$ cat config.mk
export PLATFORM = sky130hd
export DESIGN_NAME = date_step_counter
export DESIGN_NICKNAME = d
export VERILOG_FILES = /design/src/rtl/date_step_counter.sv
export SDC_FILE = /design/constraint.sdc
export NUM_CORES = 1
export LEC_CHECK = 0
export ABC_AREA = 1
export CELL_PAD_IN_SITES_DETAIL_PLACEMENT = 0
export CELL_PAD_IN_SITES_GLOBAL_PLACEMENT = 1
export CORE_UTILIZATION = 37
export CTS_BUF_LIST = sky130_fd_sc_hd__clkbuf_16
export DETAILED_ROUTE_END_ITERATION = 8
export PLACE_DENSITY = 0.92
export SYNTH_ARGS = -nofsm -noshare
export SYNTH_HDL_FRONTEND = slang
export SYNTH_SLANG_ARGS = --single-unit
$ cat constraint.sdc
create_clock -name clk -period 6.5 [get_ports clk]
set_clock_uncertainty 0.1 [all_clocks]
set_input_delay 1.625 -clock clk [delete_from_list [all_inputs] [get_ports clk]]
set_output_delay 1.625 -clock clk [all_outputs]
set_load 0.03 [all_outputs]
$ cat src/rtl/date_step_counter.sv
// Registered calendar date counter: advances 0..3 days per request with month/year roll-over.
// Define REAL_MONTH_LEN_EN for Gregorian-style month lengths (Feb 29 when year[1:0]==0).
module date_step_counter #(
  parameter int unsigned DAYS_PER_MONTH  = 30,
  parameter int unsigned MONTHS_PER_YEAR = 12,
  parameter int unsigned YEAR_W          = 12,
  parameter int unsigned RESET_YEAR      = 2000
) (
  input  logic              clk,
  input  logic              rst_n,
  input  logic              load,
  input  logic [4:0]        load_day,
  input  logic [3:0]        load_month,
  input  logic [YEAR_W-1:0] load_year,
  input  logic              adv,
  input  logic [1:0]        step,
  output logic [4:0]        day,
  output logic [3:0]        month,
  output logic [YEAR_W-1:0] year,
  output logic              month_wrap,
  output logic              year_wrap,
  output logic              load_err
);

  localparam logic [4:0]        MaxMonth  = 5'(MONTHS_PER_YEAR);
  localparam logic [YEAR_W-1:0] ResetYear = YEAR_W'(RESET_YEAR);

  logic [4:0]        day_q, day_d;
  logic [3:0]        month_q, month_d;
  logic [YEAR_W-1:0] year_q, year_d;
  logic              month_wrap_q, month_wrap_d;
  logic              year_wrap_q, year_wrap_d;
  logic              load_err_q, load_err_d;

  logic [4:0] len_cur, len_load;
  logic [5:0] sum;
  logic       load_ok;

  function automatic logic [4:0] month_len(input logic [3:0] m, input logic [YEAR_W-1:0] y);
`ifdef REAL_MONTH_LEN_EN
    case (m)
      4'd2:                      month_len = (y[1:0] == 2'b00) ? 5'd29 : 5'd28;
      4'd4, 4'd6, 4'd9, 4'd11:   month_len = 5'd30;
      default:                   month_len = 5'd31;
    endcase
`else
    logic unused;
    unused    = ^{m, y};
    month_len = 5'(DAYS_PER_MONTH);
`endif
  endfunction

  always_comb begin
    len_cur  = month_len(month_q, year_q);
    len_load = month_len(load_month, load_year);
    load_ok  = (load_day != 5'd0) && (load_day <= len_load) &&
               (load_month != 4'd0) && ({1'b0, load_month} <= MaxMonth);
    sum      = {1'b0, day_q} + {4'b0000, step};

    day_d        = day_q;
    month_d      = month_q;
    year_d       = year_q;
    month_wrap_d = 1'b0;
    year_wrap_d  = 1'b0;
    load_err_d   = 1'b0;

    if (load) begin
      if (load_ok) begin
        day_d   = load_day;
        month_d = load_month;
        year_d  = load_year;
      end else begin
        load_err_d = 1'b1;
      end
    end else if (adv) begin
      if (sum <= {1'b0, len_cur}) begin
        day_d = sum[4:0];
      end else begin
        // len >= 28 and step <= 3, so a single month crossing is the worst case
        day_d        = 5'(sum - {1'b0, len_cur});
        month_wrap_d = 1'b1;
        if ({1'b0, month_q} < MaxMonth) begin
          month_d = month_q + 4'd1;
        end else begin
          month_d     = 4'd1;
          year_d      = year_q + 1'b1;
          year_wrap_d = 1'b1;
        end
      end
    end
  end

  always_ff @(posedge clk or negedge rst_n) begin
    if (!rst_n) begin
      day_q        <= 5'd1;
      month_q      <= 4'd1;
      year_q       <= ResetYear;
      month_wrap_q <= 1'b0;
      year_wrap_q  <= 1'b0;
      load_err_q   <= 1'b0;
    end else begin
      day_q        <= day_d;
      month_q      <= month_d;
      year_q       <= year_d;
      month_wrap_q <= month_wrap_d;
      year_wrap_q  <= year_wrap_d;
      load_err_q   <= load_err_d;
    end
  end

  assign day        = day_q;
  assign month      = month_q;
  assign year       = year_q;
  assign month_wrap = month_wrap_q;
  assign year_wrap  = year_wrap_q;
  assign load_err   = load_err_q;

endmodule
==> results of run 1 <==
==> layout make-up <==
class                      count  area share [%]
clock buffer                   3            2.99
multi-input combinational    206            44.1
clock inverter                 1           0.150
sequential                    24            24.4
inverter                      34            5.09
tap                           67            3.34
timing repair buffer          50            20.0
==> through the flow <==
step | util, % | hold WS [ns] | power (mW) | instances | setup slack [ns]
after global placement | 50.4 | 0.391 | 0.675 | 381 | 2.17
after CTS | 52.1 | 0.403 | 0.815 | 385 | 2.32
after detailed placement | 50.4 | 0.389 | 0.678 | 381 | 2.07
after global routing | 52.1 | 0.418 | 0.870 | 385 | 2.08
final | 52.1 | 0.402 | 0.810 | 385 | 2.33
after floorplan | - | 0.441 | 0.537 | 272 | 3.07
==> sequential cells by signal, summed over array words and instances (netlist names) <==
register    cells
day             5
load_err        1
month           4
month_wrap      1
year           12
year_wrap       1
==> cells in the final DEF, fill, tap and decap left out, drive strengths merged <==
cell type,count
clkbuf,3
clkdlybuf4s50,50
o22ai,1
inv,35
a21oi,1
nand2,106
a21o,1
dfrtp,16
nor2,16
o21bai,2
or2,1
a22oi,1
fa,1
dfstp,8
ha,5
a31o,1
xnor2,4
nand3,38
o21ai,14
nand4,14
==> cells in the mapped netlist, drive strengths merged <==
library cell and n:
a21o 1, a21oi 1, a22oi 1, a31o 1, buf 5, clkbuf 3
dfrtp 16, dfstp 8, fa 1, ha 5, inv 34, nand2 106
nand3 38, nand4 14, nor2 16, o21ai 14, o21bai 2, o22ai 1
or2 1, xnor2 4
==> power by group <==
part	switching (mW)	leakage (nW)	internal (mW)	total, mW
registers	0.0706	0.287	0.204	0.275
logic	0.231	0.915	0.171	0.402
clock network	0.0511	0.0423	0.0822	0.133
==> worst max-delay path, cell delays in order <==
cell,delay (ns)
clkdlybuf4s50_1,0.99
inv_1,0.54
nand2_1,0.57
inv_1,0.15
nand2_1,0.09
o21ai_0,0.08
nand2_1,0.10
o21ai_1,0.06
==> path summary, 6_finish.rpt <==
kind | startpoint | endpoint | slack (ns) | depth (start not counted)
hold / removal | year[9] | year[9] | 0.40 | 2
max in group asynchronous | rst_n | load_err | 3.78 | 1
setup / recovery | load | month[3] | 2.33 | 8
setup reg to reg | day[0] | year[5] | 3.91 | 11
hold reg to reg | year[9] | year[9] | 0.40 | 2
min in group asynchronous | rst_n | year[1] | 1.86 | 1
==> cells by family (layout without fill, tap and decap cells) <==
kind of cell             after synthesis  after routing
AND/OR/NAND/NOR                      175            175
buffers and inverters                 42             88
flip-flops                            24             24
AO/OA/AOI/OAI                         21             21
adder cells (fa/ha/maj)                6              6
XOR/XNOR                               4              4
==> layer usage <==
metal	global-route usage [%]	share of wire (%)	vias up
met5	0	0	-
met4	5.34	0.81	0
met3	2.19	4.1	4
met2	31.5	47	48
met1	25.5	48	855
li1	-	-	968
==> summary.md, run 1 <==
| Metric | Value |
|---|---|
| Status | `finished clean` |
| Rel. slew slack | `26.7%` |
| Post-DRT Antenna Nets | `0` |
| Num CTS Buffers | `3` |
| Share of cells above drive strength 1 | `11.9%` |
| CTS Root Cell | `clkbuf_16` |
| Die Wd | `73.6 um` |
| Post-synthesis simple-gate area fraction | `45.2%` |
| CORE AREA | `4820 um^2` |
| Critical Path RT | `6.54 ns` |
| Net Count, Synth | `305` |
| Initial antenna violation count | `0` |
| Multi-input logic area | `1110 um^2` |
| Deepest clock path buffer count | `2` |
| Setup violators final | `0` |
| Mux contribution to synthesized area | `0%` |
| Clock transition at path regs | `0.06 ns` |
| Adder-cell share of the synthesized area | `4.35%` |
| Max-Cap Viols | `0` |
| Layout area overhead | `32.2%` |
| # IOs | `51` |
| Via density | `4.87` |
| # nets final | `352` |
| Resize count post-CTS | `0` |
| Worst Max-Slew Pin Slew | `1.10 ns` |
| Fill count | `510` |
| Residual DRC | `0` |
| Largest area contributor in the netlist | `dfrtp_1` |
| Total gr overflow | `0` |
| Hold buffer count at cts | `0` |
| Synthesized area per cell | `6.97 um^2` |
| Maximum clock frequency | `240 MHz` |
| Mapped Cells | `272` |
| Post-CTS Setup Inserts | `0` |
| GRT Util Overall | `18.8%` |
| Mapped cell area | `1900 um^2` |
| Die area | `5420 um^2` |
| Compound-Gate Fraction of Synth Area | `6.53%` |
| Max-slew violations | `0` |
| Pin count of the biggest net entering global routing | `25` |
| H-tree depth | `1` |
| Placed cell area | `2430 um^2` |
| Ys Warns | `0` |
| Synth area leaders | `dfrtp_1 (21%), nand2_1 (18%), dfstp_2 (11%)` |
| RSZ-0062 raised after global routing | `no` |
| Hold Fails Final Rpt | `0` |
| CTS Sinks | `24` |
| Routed WL per cell | `12.2 um` |
| Ant diodes | `0` |
| Crit path DAT | `4.21 ns` |
| Via Count | `1875` |
| Setup TNS | `0 ns` |
| Routability cong. | `0.781` |
| Initial Util | `39.4%` |
| Synth Register Bits | `24` |
| CP max FO | `21` |
| Final period util | `64.1%` |
| CTS tree | `done` |
| Maximum VDD drop | `0.000117 V` |
| Final instance area | `2510 um^2` |
| Xor/xnor cell area share of the yosys netlist | `2.24%` |
| Synth cell types | `32` |
| DR iter-0 viols | `63` |
| First-pass GRT wire length | `7980 um` |
| Power per standard cell area | `323 nW/um^2` |
| Register area share after synthesis | `32.2%` |
| Std cell rows | `25` |
| Vias in the first global route | `1781` |
| Leak pwr | `1.24 nW` |
| Drt total wl | `4700 um` |
| Clock latency on the worst-skew pair | `0.26 ns` |
| Die Y | `73.6 um` |
| Critical path launch point type | `input port` |
| CP Class | `input port to register` |
| Largest family of logic cells by synthesized area | `simple AND/OR/NAND/NOR gates` |
| Hold WC Path Type | `register to register` |
| Worst Setup End Kind | `register` |
| Drt first pass iters | `4` |
| Detail Placement HPWL | `3530 um` |
| Post-synth top area share | `21.1%` |
| Fin crit period | `4.17 ns` |
| Area occupied by registers | `611 um^2` |
| Number of port buffers | `50` |
No activity file was read; power rests on OpenSTA's default activity.
==> inputs of run 2 (changes only) <==
--- a/config.mk
+++ b/config.mk
@@ -8,10 +8,10 @@
 export ABC_AREA = 1
 export CELL_PAD_IN_SITES_DETAIL_PLACEMENT = 0
 export CELL_PAD_IN_SITES_GLOBAL_PLACEMENT = 1
-export CORE_UTILIZATION = 37
+export CORE_UTILIZATION = 31
 export CTS_BUF_LIST = sky130_fd_sc_hd__clkbuf_16
 export DETAILED_ROUTE_END_ITERATION = 8
-export PLACE_DENSITY = 0.92
+export PLACE_DENSITY = 0.83
 export SYNTH_ARGS = -nofsm -noshare
 export SYNTH_HDL_FRONTEND = slang
 export SYNTH_SLANG_ARGS = --single-unit
==> constraint.sdc (replaced) <==
create_clock -name clk -period 3.5 [get_ports clk]
set_clock_uncertainty 0.1 [all_clocks]
set_input_delay 0.875 -clock clk [delete_from_list [all_inputs] [get_ports clk]]
set_output_delay 0.875 -clock clk [all_outputs]
set_load 0.03 [all_outputs]
==> summary.md, run 2 (synthesized netlist as in run 1, its figures left out) <==
| Metric | Value |
|---|---|
| Status | `finished clean` |
| CTS Sinks | `24` |
| Hold buffer count at cts | `0` |
| Clock latency on the worst-skew pair | `0.25 ns` |
| Met2 wire len | `2140 um` |
| Initial Util | `32.0%` |
| Cells along the critical path | `clkdlybuf4s50_1, ha_1, inv_1, fa_1, xnor2_2, nand2_2, nor2_4, nand2_4, nand3_4, nand3_4, nand2_1, nand2_1` |
| Max-Cap Viols | `0` |
| Final worst slack | `0.436 ns` |
| Worst Max-Slew Pin Slew | `0.526 ns` |
| Number of port buffers | `50` |
| Top cell family by delay on the critical path | `simple AND/OR/NAND/NOR gates` |
| Final period util | `87.6%` |
| Power per standard cell area | `597 nW/um^2` |
| Ant diodes | `0` |
| First-pass GRT wire length | `8140 um` |
| Maximum VDD drop | `0.000287 V` |
| Pin count of the biggest net entering global routing | `25` |
| Leak pwr | `1.25 nW` |
| DR iter-0 viols | `71` |
| Drt first pass iters | `4` |
| Worst Setup End Kind | `register` |
| Multi-input logic area | `1110 um^2` |
| Maximum clock frequency | `326 MHz` |
| Routability cong. | `0.826` |
| Residual DRC | `0` |
| Number of flip-flops in the largest register | `12` |
| Die area | `6440 um^2` |
| CORE AREA | `5920 um^2` |
| Max-slew violations | `0` |
| Total gr overflow | `0` |
| Detail Placement HPWL | `3540 um` |
| Fin crit period | `3.06 ns` |
| CTS tree | `done` |
| DR WL met3 | `242 um` |
| H-tree depth | `1` |
| Die Wd | `80.2 um` |
| Area occupied by registers | `611 um^2` |
| Post-DRT Antenna Nets | `0` |
| Critical path launch point type | `input port` |
| Final instance area | `2540 um^2` |
| Top Layer Used | `met4` |
| Crit path DAT | `3.11 ns` |
| Placed cell area | `2460 um^2` |
| Hold Fails Final Rpt | `0` |
| Deepest clock path buffer count | `2` |
| Most common cell after layout, fill and taps aside | `nand2_1` |
| CP max FO | `12` |
| Pre-CTS setup slack | `0.173 ns` |
| Fill count | `602` |
| Die Y | `80.2 um` |
| Hold WC Path Type | `register to register` |
| Setup TNS | `0 ns` |
| Commonest cells after routing, fill and taps aside | `nand2_1 (89), clkdlybuf4s50_1 (50), nand3_1 (36)` |
| GRT Util Overall | `16.0%` |
| WL met1 | `2320 um` |
| RSZ-0062 raised after global routing | `no` |
| Slowest CP cell | `clkdlybuf4s50_1` |
| Share of cells above drive strength 1 | `12.8%` |
| Via density | `4.84` |
| Layout area overhead | `33.9%` |
| Initial antenna violation count | `0` |
| Std cell rows | `28` |
| Resize count post-CTS | `0` |
| Rel. slew slack | `64.8%` |
| Worst Path Buf+Inv | `2` |
| Hold WS | `0.403 ns` |
| Post-CTS Setup Inserts | `0` |
| Routed WL per cell | `12.0 um` |
| Num CTS Buffers | `3` |
| CP Class | `input port to register` |
| Critical Path RT | `3.54 ns` |
| Drt total wl | `4740 um` |
| # nets final | `355` |
| CTS Root Cell | `clkbuf_16` |
| Clock transition at path regs | `0.06 ns` |
| Via Count | `1917` |
| # IOs | `51` |
| Setup violators final | `0` |
| CP max stage delay | `0.46 ns` |
| Vias in the first global route | `1771` |
==> run 2: cell types whose count changed in the layout (fill, tap and decap cells not counted) <==
cell / change
buf_4: +3
clkinv_1: +1
inv_1: -1
==> run 2: worst min-delay path, delay by kind of cell (launching register included) <==
| family | cells | cell delay, ns |
|---|---|---|
| flops | 1 | 0.39 |
| simple gates | 2 | 0.11 |
==> run 2: path summary, 6_finish.rpt <==
check / start / to / slack (ns) / cells after the start
worst max-delay path: step[0] / year[5] / 0.44 / 12
worst min-delay path: year[10] / year[10] / 0.40 / 2
worst max register to register: day[0] / year[5] / 0.98 / 11
worst min register to register: year[10] / year[10] / 0.40 / 2
max in group asynchronous: rst_n / month[0] / 2.12 / 2
min in group asynchronous: rst_n / year[1] / 0.89 / 2
==> run 2: per-stage QoR <==
stage	power [mW]	utilization, %	std cells
6_report	1.52	42.9	396
3_5_place_dp	1.27	41.6	392
3_3_place_gp	1.26	41.6	392
5_1_grt	1.63	42.9	396
4_1_cts	1.53	42.9	396
2_1_floorplan	0.997	-	272
==> run 2: cell type report <==
cell class,count,share of cell area [%]
clock buffers,3,2.96
clock inverters,1,0.148
multi-input cells,206,43.5
well taps,75,3.69
repair buffers,53,20.6
flip-flops and latches,24,24.0
inverters,34,5.02
==> run 2: routing by layer <==
layer  vias up  global-route usage [%]
met2        55                    26.9
met3         4                    1.93
li1        979                       -
met5         -                       0
met1       879                    21.9
met4         0                    3.21
==> run 2: power breakdown <==
group	internal [mW]	leakage [nW]	switching (mW)
logic	0.321	0.930	0.435
registers	0.379	0.287	0.131
clock network	0.153	0.0385	0.0969
